**config.mk**
```make
export PLATFORM = sky130hd
export DESIGN_NAME = joy_db15_responder
export DESIGN_NICKNAME = d
export VERILOG_FILES = /design/src/rtl/joy_db15_responder.sv
export SDC_FILE = /design/constraint.sdc
export NUM_CORES = 1
export LEC_CHECK = 0
export ABC_CLOCK_PERIOD_IN_PS = 2300
export CORE_ASPECT_RATIO = 0.6
export CORE_MARGIN = 2
export CORE_UTILIZATION = 51
export DETAILED_ROUTE_END_ITERATION = 12
export PLACE_DENSITY_LB_ADDON = 0.1
export SETUP_SLACK_MARGIN = 0.1
export SLEW_MARGIN = 40
export SYNTH_ARGS = -nofsm -noshare
export SYNTH_HDL_FRONTEND = slang
export SYNTH_SLANG_ARGS = --single-unit
```
**constraint.sdc**
```tcl
create_clock -name clk -period 2.3 [get_ports clk]
set_input_delay 0.46 -clock clk [delete_from_list [all_inputs] [get_ports clk]]
set_output_delay 0.46 -clock clk [all_outputs]
set_load 0.01 [all_outputs]
```
**src/rtl/joy_db15_responder.sv**
```systemverilog
// ============================================================================
// joy_db15_responder : device end of the DB15 serial joystick link
// Optional macro JOY_RESP_TIMEOUT_EN enables the SHIFT idle-abort counter.
// Revision 1.0
// ============================================================================
`default_nettype none

module joy_db15_responder #(
  parameter int unsigned NBITS       = 16,
  parameter int unsigned FILT_LEN    = 4,
  parameter int unsigned TIMEOUT_CYC = 65535
) (
  input  logic             clk,
  input  logic             reset_n,
  input  logic             joy_load_i,
  input  logic             joy_clk_i,
  input  logic [NBITS-1:0] joystick1,
  input  logic [NBITS-1:0] joystick2,
  output logic             joy_data_o,
  output logic             frame_done,
  output logic             overrun,
  output logic [7:0]       frame_cnt
);

  localparam int unsigned    FBITS    = 2 * NBITS;
  localparam int unsigned    CW       = (FBITS > 1) ? $clog2(FBITS) : 1;
  localparam int unsigned    FCW      = (FILT_LEN > 1) ? $clog2(FILT_LEN) : 1;
  localparam logic [CW-1:0]  LAST_BIT = CW'(FBITS - 1);
  localparam logic [FCW-1:0] FILT_MAX = FCW'(FILT_LEN - 1);
  localparam int             PIN_LOAD = 0;
  localparam int             PIN_CLK  = 1;

  typedef enum logic [1:0] {
    ST_IDLE  = 2'd0,
    ST_LOAD  = 2'd1,
    ST_SHIFT = 2'd2,
    ST_DONE  = 2'd3
  } state_t;

  logic [1:0]       sync1_q, sync1_d;
  logic [1:0]       sync2_q, sync2_d;
  logic [1:0]       filt_q, filt_d;
  logic [FCW-1:0]   fcnt_q [2];
  logic [FCW-1:0]   fcnt_d [2];

  state_t           state_q, state_d;
  logic [FBITS-1:0] sr_q, sr_d;
  logic [CW-1:0]    bit_cnt_q, bit_cnt_d;
  logic             joy_data_q, joy_data_d;
  logic             frame_done_q, frame_done_d;
  logic             overrun_q, overrun_d;
  logic [7:0]       frame_cnt_q, frame_cnt_d;

  logic             load_low;
  logic             clk_rise;

`ifdef JOY_RESP_TIMEOUT_EN
  localparam logic [15:0] TIMEOUT_W = 16'(TIMEOUT_CYC);
  logic [15:0]      idle_cnt_q, idle_cnt_d;
`else
  logic             unused_timeout;
  assign unused_timeout = ^TIMEOUT_CYC;
`endif

  // Glitch filter: the accepted level moves only after FILT_LEN straight cycles at the new level.
  always_comb begin
    sync1_d = {joy_clk_i, joy_load_i};
    sync2_d = sync1_q;
    for (int i = 0; i < 2; i++) begin
      filt_d[i] = filt_q[i];
      fcnt_d[i] = '0;
      if (sync2_q[i] != filt_q[i]) begin
        if (fcnt_q[i] == FILT_MAX) begin
          filt_d[i] = sync2_q[i];
        end else begin
          fcnt_d[i] = fcnt_q[i] + 1'b1;
        end
      end
    end
  end

  assign load_low = ~filt_d[PIN_LOAD];
  assign clk_rise = filt_d[PIN_CLK] & ~filt_q[PIN_CLK];

  always_comb begin
    state_d      = state_q;
    sr_d         = sr_q;
    bit_cnt_d    = bit_cnt_q;
    overrun_d    = overrun_q;
    frame_done_d = 1'b0;
    frame_cnt_d  = frame_cnt_q;
    joy_data_d   = 1'b1;
`ifdef JOY_RESP_TIMEOUT_EN
    idle_cnt_d   = '0;
`endif
    if (state_q == ST_LOAD || state_q == ST_SHIFT) begin
      joy_data_d = sr_q[0];
    end

    // Load low wins over every state and over a coincident clock rise.
    if (load_low) begin
      state_d   = ST_LOAD;
      sr_d      = ~{joystick2, joystick1};
      bit_cnt_d = '0;
      overrun_d = 1'b0;
    end else begin
      case (state_q)
        ST_IDLE: begin
        end
        ST_LOAD: begin
          state_d = ST_SHIFT;
        end
        ST_SHIFT: begin
`ifdef JOY_RESP_TIMEOUT_EN
          if (!clk_rise) begin
            idle_cnt_d = idle_cnt_q + 16'd1;
            if (idle_cnt_d == TIMEOUT_W) begin
              state_d    = ST_IDLE;
              joy_data_d = 1'b1;
            end
          end
`endif
          if (clk_rise) begin
            if (bit_cnt_q == LAST_BIT) begin
              frame_done_d = 1'b1;
              frame_cnt_d  = frame_cnt_q + 8'd1;
              state_d      = ST_DONE;
            end else begin
              sr_d      = {1'b1, sr_q[FBITS-1:1]};
              bit_cnt_d = bit_cnt_q + 1'b1;
            end
          end
        end
        ST_DONE: begin
          if (clk_rise) begin
            overrun_d = 1'b1;
          end
        end
        default: begin
          state_d = ST_IDLE;
        end
      endcase
    end
  end

  always_ff @(posedge clk) begin
    if (!reset_n) begin
      sync1_q      <= 2'b11;
      sync2_q      <= 2'b11;
      filt_q       <= 2'b11;
      for (int i = 0; i < 2; i++) begin
        fcnt_q[i] <= '0;
      end
      state_q      <= ST_IDLE;
      sr_q         <= '1;
      bit_cnt_q    <= '0;
      joy_data_q   <= 1'b1;
      frame_done_q <= 1'b0;
      overrun_q    <= 1'b0;
      frame_cnt_q  <= '0;
`ifdef JOY_RESP_TIMEOUT_EN
      idle_cnt_q   <= '0;
`endif
    end else begin
      sync1_q      <= sync1_d;
      sync2_q      <= sync2_d;
      filt_q       <= filt_d;
      for (int i = 0; i < 2; i++) begin
        fcnt_q[i] <= fcnt_d[i];
      end
      state_q      <= state_d;
      sr_q         <= sr_d;
      bit_cnt_q    <= bit_cnt_d;
      joy_data_q   <= joy_data_d;
      frame_done_q <= frame_done_d;
      overrun_q    <= overrun_d;
      frame_cnt_q  <= frame_cnt_d;
`ifdef JOY_RESP_TIMEOUT_EN
      idle_cnt_q   <= idle_cnt_d;
`endif
    end
  end

  assign joy_data_o = joy_data_q;
  assign frame_done = frame_done_q;
  assign overrun    = overrun_q;
  assign frame_cnt  = frame_cnt_q;

endmodule

`default_nettype wire

```
==> flow_summary.html, run 1 <==
<table>
<tr><th>Metric</th><th>Value</th></tr>
<tr><th colspan="2">Clock tree</th></tr>
<tr><td>Maximum count of clock buffers along a single path</td><td>2</td></tr>
<tr><td>Clock latency at the later pin of the worst-skew pair</td><td>0.33 ns</td></tr>
<tr><td>CTS tree</td><td>built</td></tr>
<tr><td>Clk root buf</td><td>sky130_fd_sc_hd__clkbuf_8</td></tr>
<tr><td>H-tree Lvls</td><td>3</td></tr>
<tr><td>Post-CTS Resized</td><td>0</td></tr>
<tr><td>Setup repair bufs after CTS</td><td>0</td></tr>
<tr><td>Sink Count</td><td>60</td></tr>
<tr><td>CTS clk-pin slew, worst paths</td><td>0.06 ns</td></tr>
<tr><td>Number of buffers created by CTS</td><td>9</td></tr>
<tr><td>Number of buffers added to fix hold violations after cts</td><td>0</td></tr>
<tr><th colspan="2">Drt</th></tr>
<tr><td>Number of vias per cell after detailed routing</td><td>5.368</td></tr>
<tr><td>Final WL</td><td>5.076 mm</td></tr>
<tr><td>Initial DRC Count</td><td>117</td></tr>
<tr><td>Number of detailed-route iterations in the first pass</td><td>4</td></tr>
<tr><td>Total vias in the final route</td><td>2029</td></tr>
<tr><td>Final routed wire length divided by cell count</td><td>13.43 um</td></tr>
<tr><td>Count of antenna-violating nets left after detailed routing</td><td>0</td></tr>
<tr><td>Final routed DRC violation total</td><td>0</td></tr>
<tr><th colspan="2">Placed design</th></tr>
<tr><td>Number of I/O port buffers</td><td>46</td></tr>
<tr><td>Placed instance count</td><td>362</td></tr>
<tr><td>HPWL after detailed placement</td><td>3.389 mm</td></tr>
<tr><td>RD Place Congestion</td><td>0.8144</td></tr>
<tr><th colspan="2">Cells and area</th></tr>
<tr><td>Total area of sequential cells</td><td>1201 sq um</td></tr>
<tr><td>Layout cells sized above 1</td><td>0.07937</td></tr>
<tr><td>Number of fill cells in the layout</td><td>384</td></tr>
<tr><td>Most frequent cells in the layout</td><td>70 x sky130_fd_sc_hd__nand2_1, 60 x sky130_fd_sc_hd__dfxtp_1, 46 x sky130_fd_sc_hd__clkdlybuf4s50_1</td></tr>
<tr><td>Inserted Diodes</td><td>0</td></tr>
<tr><td>Number of standard cells in the layout, taps in and fillers out</td><td>378</td></tr>
<tr><td>Net count of the finished layout</td><td>355</td></tr>
<tr><td>Commonest non-fill, non-tap cell in the layout</td><td>sky130_fd_sc_hd__nand2_1</td></tr>
<tr><td>Area Growth Syn to Fin</td><td>29.88%</td></tr>
<tr><td>Footprint of the multi-input gates</td><td>1129 sq um</td></tr>
<tr><th colspan="2">Worst hold path</th></tr>
<tr><td>Beginning of the worst hold path</td><td>sync1_q[1]$_SDFF_PN1_</td></tr>
<tr><td>Type of the most critical hold path</td><td>reg -&gt; reg</td></tr>
<tr><td>End point of the most critical hold path</td><td>sync2_q[1]$_SDFF_PN1_</td></tr>
<tr><td>Hold path cells</td><td>1</td></tr>
<tr><th colspan="2">Die</th></tr>
<tr><td>Boundary pin count</td><td>47</td></tr>
<tr><td>Floorplan core area</td><td>4541 sq um</td></tr>
<tr><td>DIE WIDTH</td><td>92.47 um</td></tr>
<tr><td>Number of rows created at floorplan</td><td>19</td></tr>
<tr><td>Starting density of the core</td><td>0.5274</td></tr>
<tr><td>Y dimension of the die</td><td>57.08 um</td></tr>
<tr><td>Die Footprint</td><td>5278 sq um</td></tr>
<tr><th colspan="2">Outcome</th></tr>
<tr><td>Status</td><td>complete, no violations</td></tr>
<tr><th colspan="2">Timing</th></tr>
<tr><td>Share of the cycle needed by the critical path after routing</td><td>0.8283</td></tr>
<tr><td>Final hold viol count</td><td>0</td></tr>
<tr><td>Clock period minus final worst setup slack</td><td>1.905 ns</td></tr>
<tr><td>Highest Clock Rate</td><td>524.9 MHz</td></tr>
<tr><td>Slew at the pin closest to its max-slew limit</td><td>0.5286 ns</td></tr>
<tr><td>Final worst clock skew</td><td>0.002637 ns</td></tr>
<tr><td>RSZ-0062 raised after global routing</td><td>no</td></tr>
<tr><td>Headroom to the max-slew limit</td><td>0.6375</td></tr>
<tr><td>Fin Setup TNS</td><td>0 ns</td></tr>
<tr><td>Setup violation total in the final timing report</td><td>0</td></tr>
<tr><td>Pins Over Slew Limit</td><td>0</td></tr>
<tr><th colspan="2">Synth</th></tr>
<tr><td>#FFs+latches synth</td><td>60</td></tr>
<tr><td>Post-synthesis average cell area</td><td>9.175 sq um</td></tr>
<tr><td>Fraction of registers with async set/reset</td><td>0</td></tr>
<tr><td>Synthesized instance count</td><td>261</td></tr>
<tr><td>Post-Syn Nets</td><td>306</td></tr>
<tr><td>Yosys warning count</td><td>0</td></tr>
<tr><td>Mapped Area</td><td>2395 sq um</td></tr>
<tr><td>Post-synthesis sequential area ratio</td><td>0.5016</td></tr>
<tr><td>Count of cell types in the netlist</td><td>32</td></tr>
<tr><td>Number of synthesized flops with an enable pin</td><td>0</td></tr>
<tr><td>Most common flop cell mapped by yosys</td><td>sky130_fd_sc_hd__dfxtp_1</td></tr>
<tr><th colspan="2">Setup path</th></tr>
<tr><td>Worst r2r src</td><td>bit_cnt_q[0]$_SDFFE_PN0P_</td></tr>
<tr><td>Depth of the worst register-to-register path</td><td>6</td></tr>
<tr><td>Data arrival time of the critical path</td><td>2.17 ns</td></tr>
<tr><td>CP Launch Type</td><td>flip-flop</td></tr>
<tr><td>Critical Path Fanout Max</td><td>8</td></tr>
<tr><td>Crit end category</td><td>flip-flop</td></tr>
<tr><td>CP Class</td><td>reg -&gt; reg</td></tr>
<tr><td>Data required time at the worst endpoint</td><td>2.57 ns</td></tr>
<tr><td>R2r setup slk</td><td>0.39 ns</td></tr>
<tr><td>Capture point of the worst reg-to-reg path</td><td>frame_cnt[5]$_SDFFE_PN0P_</td></tr>
<tr><th colspan="2">Global routing</th></tr>
<tr><td>Number of global-route vias before repair</td><td>1877</td></tr>
<tr><td>Wire length of the first global-routing pass</td><td>8.549 mm</td></tr>
<tr><td>Sum of overflow across all layers after global routing</td><td>0</td></tr>
<tr><td>Initial antenna violation count</td><td>0</td></tr>
<tr><td>Gr usage total</td><td>0.2113</td></tr>
<tr><td>Pin count of the biggest net entering global routing</td><td>33</td></tr>
<tr><th colspan="2">Power and ir drop</th></tr>
<tr><td>Maximum ir drop on the vdd rail</td><td>560.6 uV</td></tr>
<tr><td>Proportion of power drawn by the clock network</td><td>0.428</td></tr>
<tr><td>Power Density</td><td>638.0 nW/um^2</td></tr>
<tr><td>Sequential group share of total power</td><td>0.527</td></tr>
<tr><td>Internal Pwr Total</td><td>0.001582 W</td></tr>
<tr><td>Switching power total</td><td>0.0004021 W</td></tr>
<tr><td>Net switching share of the total power</td><td>0.2027</td></tr>
<tr><td>Leakage power figure</td><td>1.286 nW</td></tr>
<tr><td>Logic pwr share</td><td>0.045</td></tr>
<tr><td>Design Power</td><td>0.001984 W</td></tr>
<tr><th colspan="2">Job</th></tr>
<tr><td>Number of max-cap violations</td><td>0</td></tr>
</table>
[stage by stage]
step | hold WS, ns | utilization | instance area [sq um] | setup slack [ns]
floorplan | 0.3863 | - | 2395 | 0.5684
global placement | 0.3892 | 0.6451 | 2929 | 0.4751
detailed placement | 0.3958 | 0.6451 | 2929 | 0.4097
CTS | 0.4119 | 0.6850 | 3110 | 0.3962
global route | 0.4426 | 0.6850 | 3110 | 0.2515
finish | 0.4077 | 0.6850 | 3110 | 0.3949
[cells by family after synthesis]
| group | after synthesis | synth area share |
|---|---|---|
| AOI/OAI and AO/OA | 48 | 0.1541 |
| muxes | 3 | 0.01463 |
| and+or+nand+nor | 115 | 0.2231 |
| adders and majority gates | 9 | 0.04702 |
| xor gates and xnor gates | 8 | 0.02926 |
| DFF | 60 | 0.5016 |
| buffers and inverters | 18 | 0.03030 |
[layer usage]
| metal | up-vias | share of wire | track usage | wire, um |
|---|---|---|---|---|
| met5 | - | 0 | 0 | 0 |
| met4 | 0 | 0.0030 | 0.05757 | 15 |
| met3 | 2 | 0.068 | 0.1030 | 345 |
| met2 | 55 | 0.43 | 0.3128 | 2180 |
| met1 | 942 | 0.50 | 0.2782 | 2534 |
| li1 | 1030 | - | - | - |
[flip-flops by register name, summed over array words and instances (netlist names)]
register	count
sync2_q	2
filt_q	2
frame_done	1
state_q	2
sync1_q	2
frame_cnt	8
sr_q	32
bit_cnt_q	5
joy_data_o	1
overrun	1
fcnt_q	4
[power groups by stage]
stage          clock network, W   logic, W  registers [W]
2_1_floorplan                 0  0.0000185        0.00107
4_1_cts                0.000872  0.0000897        0.00105
3_5_place_dp                  0  0.0000889        0.00107
6_report               0.000849  0.0000895        0.00105
5_1_grt                0.000932  0.0000956        0.00105
3_3_place_gp                  0  0.0000883        0.00107
[how the worst max path moves through the flow]
stage	startpoint	end	slack, ns	cells after the start
5_1_grt	bit_cnt_q[0]$_SDFFE_PN0P_	frame_cnt[5]$_SDFFE_PN0P_	0.25	6
3_3_place_gp	bit_cnt_q[0]$_SDFFE_PN0P_	frame_cnt[5]$_SDFFE_PN0P_	0.48	6
6_report	bit_cnt_q[0]$_SDFFE_PN0P_	frame_cnt[5]$_SDFFE_PN0P_	0.39	6
3_5_place_dp	bit_cnt_q[0]$_SDFFE_PN0P_	frame_cnt[5]$_SDFFE_PN0P_	0.41	6
4_1_cts	bit_cnt_q[0]$_SDFFE_PN0P_	frame_cnt[5]$_SDFFE_PN0P_	0.40	6
2_1_floorplan	bit_cnt_q[0]$_SDFFE_PN0P_	frame_cnt[5]$_SDFFE_PN0P_	0.57	6
[cell type report]
type	instances	area share
clock buffers	15	0.05672
clock inverters	1	0.001609
inverters	4	0.004827
multi-input cells	183	0.3628
flip-flops and latches	60	0.3862
well taps	63	0.02534
repair buffers	52	0.1625
[synth_stat cells (3+ instances only)]
library cell / number / share of area
sky130_fd_sc_hd__nand2_1: 70 / 0.11
sky130_fd_sc_hd__dfxtp_1: 60 / 0.50
sky130_fd_sc_hd__a32oi_1: 31 / 0.11
sky130_fd_sc_hd__nor2_1: 14 / 0.022
sky130_fd_sc_hd__clkbuf_1: 10 / 0.016
sky130_fd_sc_hd__ha_1: 9 / 0.047
sky130_fd_sc_hd__a21oi_1: 8 / 0.017
sky130_fd_sc_hd__nand2b_1: 7 / 0.018
sky130_fd_sc_hd__nand3_1: 5 / 0.010
sky130_fd_sc_hd__buf_2: 4 / 0.0084
sky130_fd_sc_hd__inv_1: 4 / 0.0063
sky130_fd_sc_hd__o21ai_0: 4 / 0.0084
sky130_fd_sc_hd__xnor2_1: 4 / 0.015
sky130_fd_sc_hd__xor2_1: 4 / 0.015
sky130_fd_sc_hd__nand4_1: 3 / 0.0078
sky130_fd_sc_hd__or3_1: 3 / 0.0078
[worst max-delay path: stages, from the launching register on]
cell                      delay, ns
sky130_fd_sc_hd__dfxtp_1       0.37
sky130_fd_sc_hd__ha_1          0.17
sky130_fd_sc_hd__and3_1        0.19
sky130_fd_sc_hd__ha_1          0.28
sky130_fd_sc_hd__nand3_4       0.15
sky130_fd_sc_hd__or4_1         0.53
sky130_fd_sc_hd__a21oi_1       0.14
Power figures use the tool's default switching activity.
==> inputs of run 2 (changes only) <==
--- a/config.mk
+++ b/config.mk
@@ -5,7 +5,7 @@
 export SDC_FILE = /design/constraint.sdc
 export NUM_CORES = 1
 export LEC_CHECK = 0
-export ABC_CLOCK_PERIOD_IN_PS = 2300
+export ABC_CLOCK_PERIOD_IN_PS = 1900
 export CORE_ASPECT_RATIO = 0.6
 export CORE_MARGIN = 2
 export CORE_UTILIZATION = 51
==> constraint.sdc (replaced) <==
create_clock -name clk -period 1.9 [get_ports clk]
set_input_delay 0.38 -clock clk [delete_from_list [all_inputs] [get_ports clk]]
set_output_delay 0.38 -clock clk [all_outputs]
set_load 0.01 [all_outputs]
==> run 2 against run 1 <==
  * Die area unchanged
  * First-iteration DRC count down 7.7%
  * Core utilization is 2.8 points higher
  * Hold slack got worse by 0.0017 ns
  * Sequential power increased by 21%
  * Global-route usage is 0.47 points higher
  * Combinational power is 25% higher
  * Largest cell class unchanged
  * Critical path depth unchanged
==> flow_summary.html, run 2 (synthesis results as in run 1) <==
<table>
<tr><th>Metric</th><th>Value</th></tr>
<tr><th colspan="2">Drt</th></tr>
<tr><td>Number of detailed-route iterations in the first pass</td><td>4 (unchanged)</td></tr>
<tr><td>Count of antenna-violating nets left after detailed routing</td><td>0 (unchanged)</td></tr>
<tr><td>Final routed DRC violation total</td><td>0 (unchanged)</td></tr>
<tr><td>Final WL</td><td>5.307 mm (+4.6%)</td></tr>
<tr><td>Final routed wire length divided by cell count</td><td>13.89 um (+3.5%)</td></tr>
<tr><td>Initial DRC Count</td><td>108 (-7.7%)</td></tr>
<tr><td>Total vias in the final route</td><td>2065 (+1.8%)</td></tr>
<tr><td>Number of vias per cell after detailed routing</td><td>5.406 (+0.71%)</td></tr>
<tr><th colspan="2">Power and ir drop</th></tr>
<tr><td>Power Density</td><td>755.0 nW/um^2 (+18%)</td></tr>
<tr><td>Design Power</td><td>0.002446 W (+23%)</td></tr>
<tr><td>Leakage power figure</td><td>1.320 nW (+2.6%)</td></tr>
<tr><td>Maximum ir drop on the vdd rail</td><td>457.7 uV (-18%)</td></tr>
<tr><th colspan="2">Cells and area</th></tr>
<tr><td>Most frequent cells in the layout</td><td>70 x sky130_fd_sc_hd__nand2_1, 58 x sky130_fd_sc_hd__dfxtp_1, 46 x sky130_fd_sc_hd__clkdlybuf4s50_1</td></tr>
<tr><td>Layout cells sized above 1</td><td>0.1160 (+0.03662)</td></tr>
<tr><td>Flip-flop count of the largest register, all copies and words added</td><td>32 (unchanged)</td></tr>
<tr><td>Commonest non-fill, non-tap cell in the layout</td><td>sky130_fd_sc_hd__nand2_1</td></tr>
<tr><td>Final core area utilization</td><td>0.7134 (+0.02838)</td></tr>
<tr><td>Number of standard cells in the layout, taps in and fillers out</td><td>382 (+1.1%)</td></tr>
<tr><td>Area Growth Syn to Fin</td><td>35.27%</td></tr>
<tr><td>Number of fill cells in the layout</td><td>375 (-2.3%)</td></tr>
<tr><td>Net count of the finished layout</td><td>360 (+1.4%)</td></tr>
<tr><td>Post-route standard cell area excluding fillers</td><td>3239 sq um (+4.1%)</td></tr>
<tr><td>Inserted Diodes</td><td>0 (unchanged)</td></tr>
<tr><td>Largest reg by FF count</td><td>sr_q</td></tr>
<tr><th colspan="2">Timing</th></tr>
<tr><td>Pins Over Slew Limit</td><td>0 (unchanged)</td></tr>
<tr><td>Highest Clock Rate</td><td>574.4 MHz (+9.4%)</td></tr>
<tr><td>Setup violation total in the final timing report</td><td>0 (unchanged)</td></tr>
<tr><td>Final hold viol count</td><td>0 (unchanged)</td></tr>
<tr><td>Least setup slack across all paths after layout</td><td>0.1591 ns (-0.2358 ns)</td></tr>
<tr><td>Final worst clock skew</td><td>0.006036 ns (+0.003399 ns)</td></tr>
<tr><td>Share of the cycle needed by the critical path after routing</td><td>0.9163 (+0.08795)</td></tr>
<tr><td>Headroom to the max-slew limit</td><td>0.7018 (+0.06425)</td></tr>
<tr><td>Slew at the pin closest to its max-slew limit</td><td>0.4349 ns (-0.09370 ns)</td></tr>
<tr><td>RSZ-0062 raised after global routing</td><td>yes</td></tr>
<tr><td>Clock period minus final worst setup slack</td><td>1.741 ns (-0.1642 ns)</td></tr>
<tr><th colspan="2">Setup path</th></tr>
<tr><td>Capture point of the worst reg-to-reg path</td><td>frame_cnt[5]$_SDFFE_PN0P_</td></tr>
<tr><td>Data arrival time of the critical path</td><td>2.00 ns (-0.17 ns)</td></tr>
<tr><td>Crit end category</td><td>flip-flop</td></tr>
<tr><td>CP Class</td><td>reg -&gt; reg</td></tr>
<tr><td>CP Launch Type</td><td>flip-flop</td></tr>
<tr><td>Data required time at the worst endpoint</td><td>2.16 ns (-0.41 ns)</td></tr>
<tr><td>Timing endpoint of the critical path</td><td>frame_cnt[5]$_SDFFE_PN0P_</td></tr>
<tr><td>Depth of the worst register-to-register path</td><td>6 (unchanged)</td></tr>
<tr><td>R2r setup slk</td><td>0.16 ns (-0.24 ns)</td></tr>
<tr><td>Worst r2r src</td><td>bit_cnt_q[0]$_SDFFE_PN0P_</td></tr>
<tr><td>Origin of the worst setup path</td><td>bit_cnt_q[0]$_SDFFE_PN0P_</td></tr>
<tr><td>Critical Path Fanout Max</td><td>5 (-3)</td></tr>
<tr><th colspan="2">Clock tree</th></tr>
<tr><td>Sink Count</td><td>60 (unchanged)</td></tr>
<tr><td>Number of buffers added to fix hold violations after cts</td><td>0 (unchanged)</td></tr>
<tr><td>Number of buffers created by CTS</td><td>9 (unchanged)</td></tr>
<tr><td>H-tree Lvls</td><td>3 (unchanged)</td></tr>
<tr><td>CTS clk-pin slew, worst paths</td><td>0.06 ns (about the same)</td></tr>
<tr><td>Clock latency at the later pin of the worst-skew pair</td><td>0.33 ns (about the same)</td></tr>
<tr><td>Clk root buf</td><td>sky130_fd_sc_hd__clkbuf_8</td></tr>
<tr><td>CTS tree</td><td>built</td></tr>
<tr><td>Maximum count of clock buffers along a single path</td><td>2 (unchanged)</td></tr>
<tr><th colspan="2">Die</th></tr>
<tr><td>Floorplan core area</td><td>4541 sq um (unchanged)</td></tr>
<tr><td>DIE WIDTH</td><td>92.47 um (unchanged)</td></tr>
<tr><td>Y dimension of the die</td><td>57.08 um (unchanged)</td></tr>
<tr><td>Number of rows created at floorplan</td><td>19 (unchanged)</td></tr>
<tr><td>Die Footprint</td><td>5278 sq um (unchanged)</td></tr>
<tr><td>Boundary pin count</td><td>47 (unchanged)</td></tr>
<tr><td>Starting density of the core</td><td>0.5274 (unchanged)</td></tr>
<tr><th colspan="2">Global routing</th></tr>
<tr><td>Gr usage total</td><td>0.2160 (+0.004695)</td></tr>
<tr><td>Wire length of the first global-routing pass</td><td>8.859 mm (+3.6%)</td></tr>
<tr><td>Pin count of the biggest net entering global routing</td><td>33 (unchanged)</td></tr>
<tr><td>Initial antenna violation count</td><td>0 (unchanged)</td></tr>
<tr><td>Number of global-route vias before repair</td><td>1879 (+0.11%)</td></tr>
<tr><td>Sum of overflow across all layers after global routing</td><td>0 (unchanged)</td></tr>
<tr><th colspan="2">Placed design</th></tr>
<tr><td>Number of I/O port buffers</td><td>46 (unchanged)</td></tr>
<tr><td>Worst slack, placed</td><td>-0.01283 ns (-0.4226 ns)</td></tr>
<tr><td>HPWL after detailed placement</td><td>3.451 mm (+1.8%)</td></tr>
<tr><td>Placed instance count</td><td>362 (unchanged)</td></tr>
<tr><td>Cell area reported after detailed placement</td><td>2979 sq um (+1.7%)</td></tr>
<tr><td>RD Place Congestion</td><td>0.7948 (-2.4%)</td></tr>
<tr><th colspan="2">Job</th></tr>
<tr><td>Number of max-cap violations</td><td>0 (unchanged)</td></tr>
<tr><th colspan="2">Outcome</th></tr>
<tr><td>Status</td><td>complete, no violations</td></tr>
<tr><th colspan="2">Worst hold path</th></tr>
<tr><td>Type of the most critical hold path</td><td>reg -&gt; reg</td></tr>
</table>
[run 2: cell type report]
| class | count | area (sq um) | share of cell area |
|---|---|---|---|
| timing repair buffer | 57 | 593.1 | 0.1831 |
| tap | 63 | 78.83 | 0.02433 |
| clock buffer | 14 | 182.7 | 0.05639 |
| multi-input combinational | 183 | 1161 | 0.3584 |
| sequential | 60 | 1204 | 0.3716 |
| inverter | 4 | 15.01 | 0.004635 |
| clock inverter | 1 | 5.005 | 0.001545 |
[run 2: worst max-delay path, stage by stage, from the launching register on]
cell                      delay [ns]
sky130_fd_sc_hd__dfxtp_2        0.36
sky130_fd_sc_hd__ha_1           0.17
sky130_fd_sc_hd__and3_4         0.21
sky130_fd_sc_hd__ha_4           0.17
sky130_fd_sc_hd__nand3_4        0.10
sky130_fd_sc_hd__or4_1          0.52
sky130_fd_sc_hd__a21oi_1        0.15
[run 2: where the power goes]
group	internal (W)	switching, W	total, W	leakage, nW
clock network	0.000607	0.000460	0.00107	0.0986
registers	0.00126	0.00000339	0.00127	0.487
logic	0.0000752	0.0000363	0.000112	0.734
total	0.00195	0.000500	0.00245	1.32
[run 2: worst min-delay path by stage]
| stage | start | endpoint | slack [ns] | cells after the start |
|---|---|---|---|---|
| 2_1_floorplan | sync1_q[0]$_SDFF_PN1_ | sync2_q[0]$_SDFF_PN1_ | 0.39 | 1 |
| 5_1_grt | sync1_q[1]$_SDFF_PN1_ | sync2_q[1]$_SDFF_PN1_ | 0.44 | 1 |
| 6_report | sync1_q[1]$_SDFF_PN1_ | sync2_q[1]$_SDFF_PN1_ | 0.41 | 1 |
| 3_5_place_dp | sync1_q[1]$_SDFF_PN1_ | sync2_q[1]$_SDFF_PN1_ | 0.40 | 1 |
| 4_1_cts | sync1_q[1]$_SDFF_PN1_ | sync2_q[1]$_SDFF_PN1_ | 0.41 | 1 |
| 3_3_place_gp | sync1_q[1]$_SDFF_PN1_ | sync2_q[1]$_SDFF_PN1_ | 0.39 | 1 |
[run 2: per-stage QoR]
stage | hold WS [ns] | setup TNS, ns
floorplan | 0.3863 | 0
global placement | 0.3882 | 0
detailed placement | 0.3967 | -0.01283
CTS | 0.4134 | 0
global route | 0.4385 | 0
finish | 0.4060 | 0
[run 2: repair_timing]
| action | CTS | global route |
|---|---|---|
| setup buffers | 0 | 5 |
| pin swaps | 0 | 3 |
| setup endpoints to repair | 2 | 32 |
| gates resized for setup | 3 | 5 |
[run 2: routing by layer]
metal	up-vias	track usage	part of all wire
met2	45	0.3139	0.43
met5	-	0	0
met3	10	0.07398	0.047
met4	0	0.09168	0.014
met1	968	0.2959	0.51
li1	1042	-	-
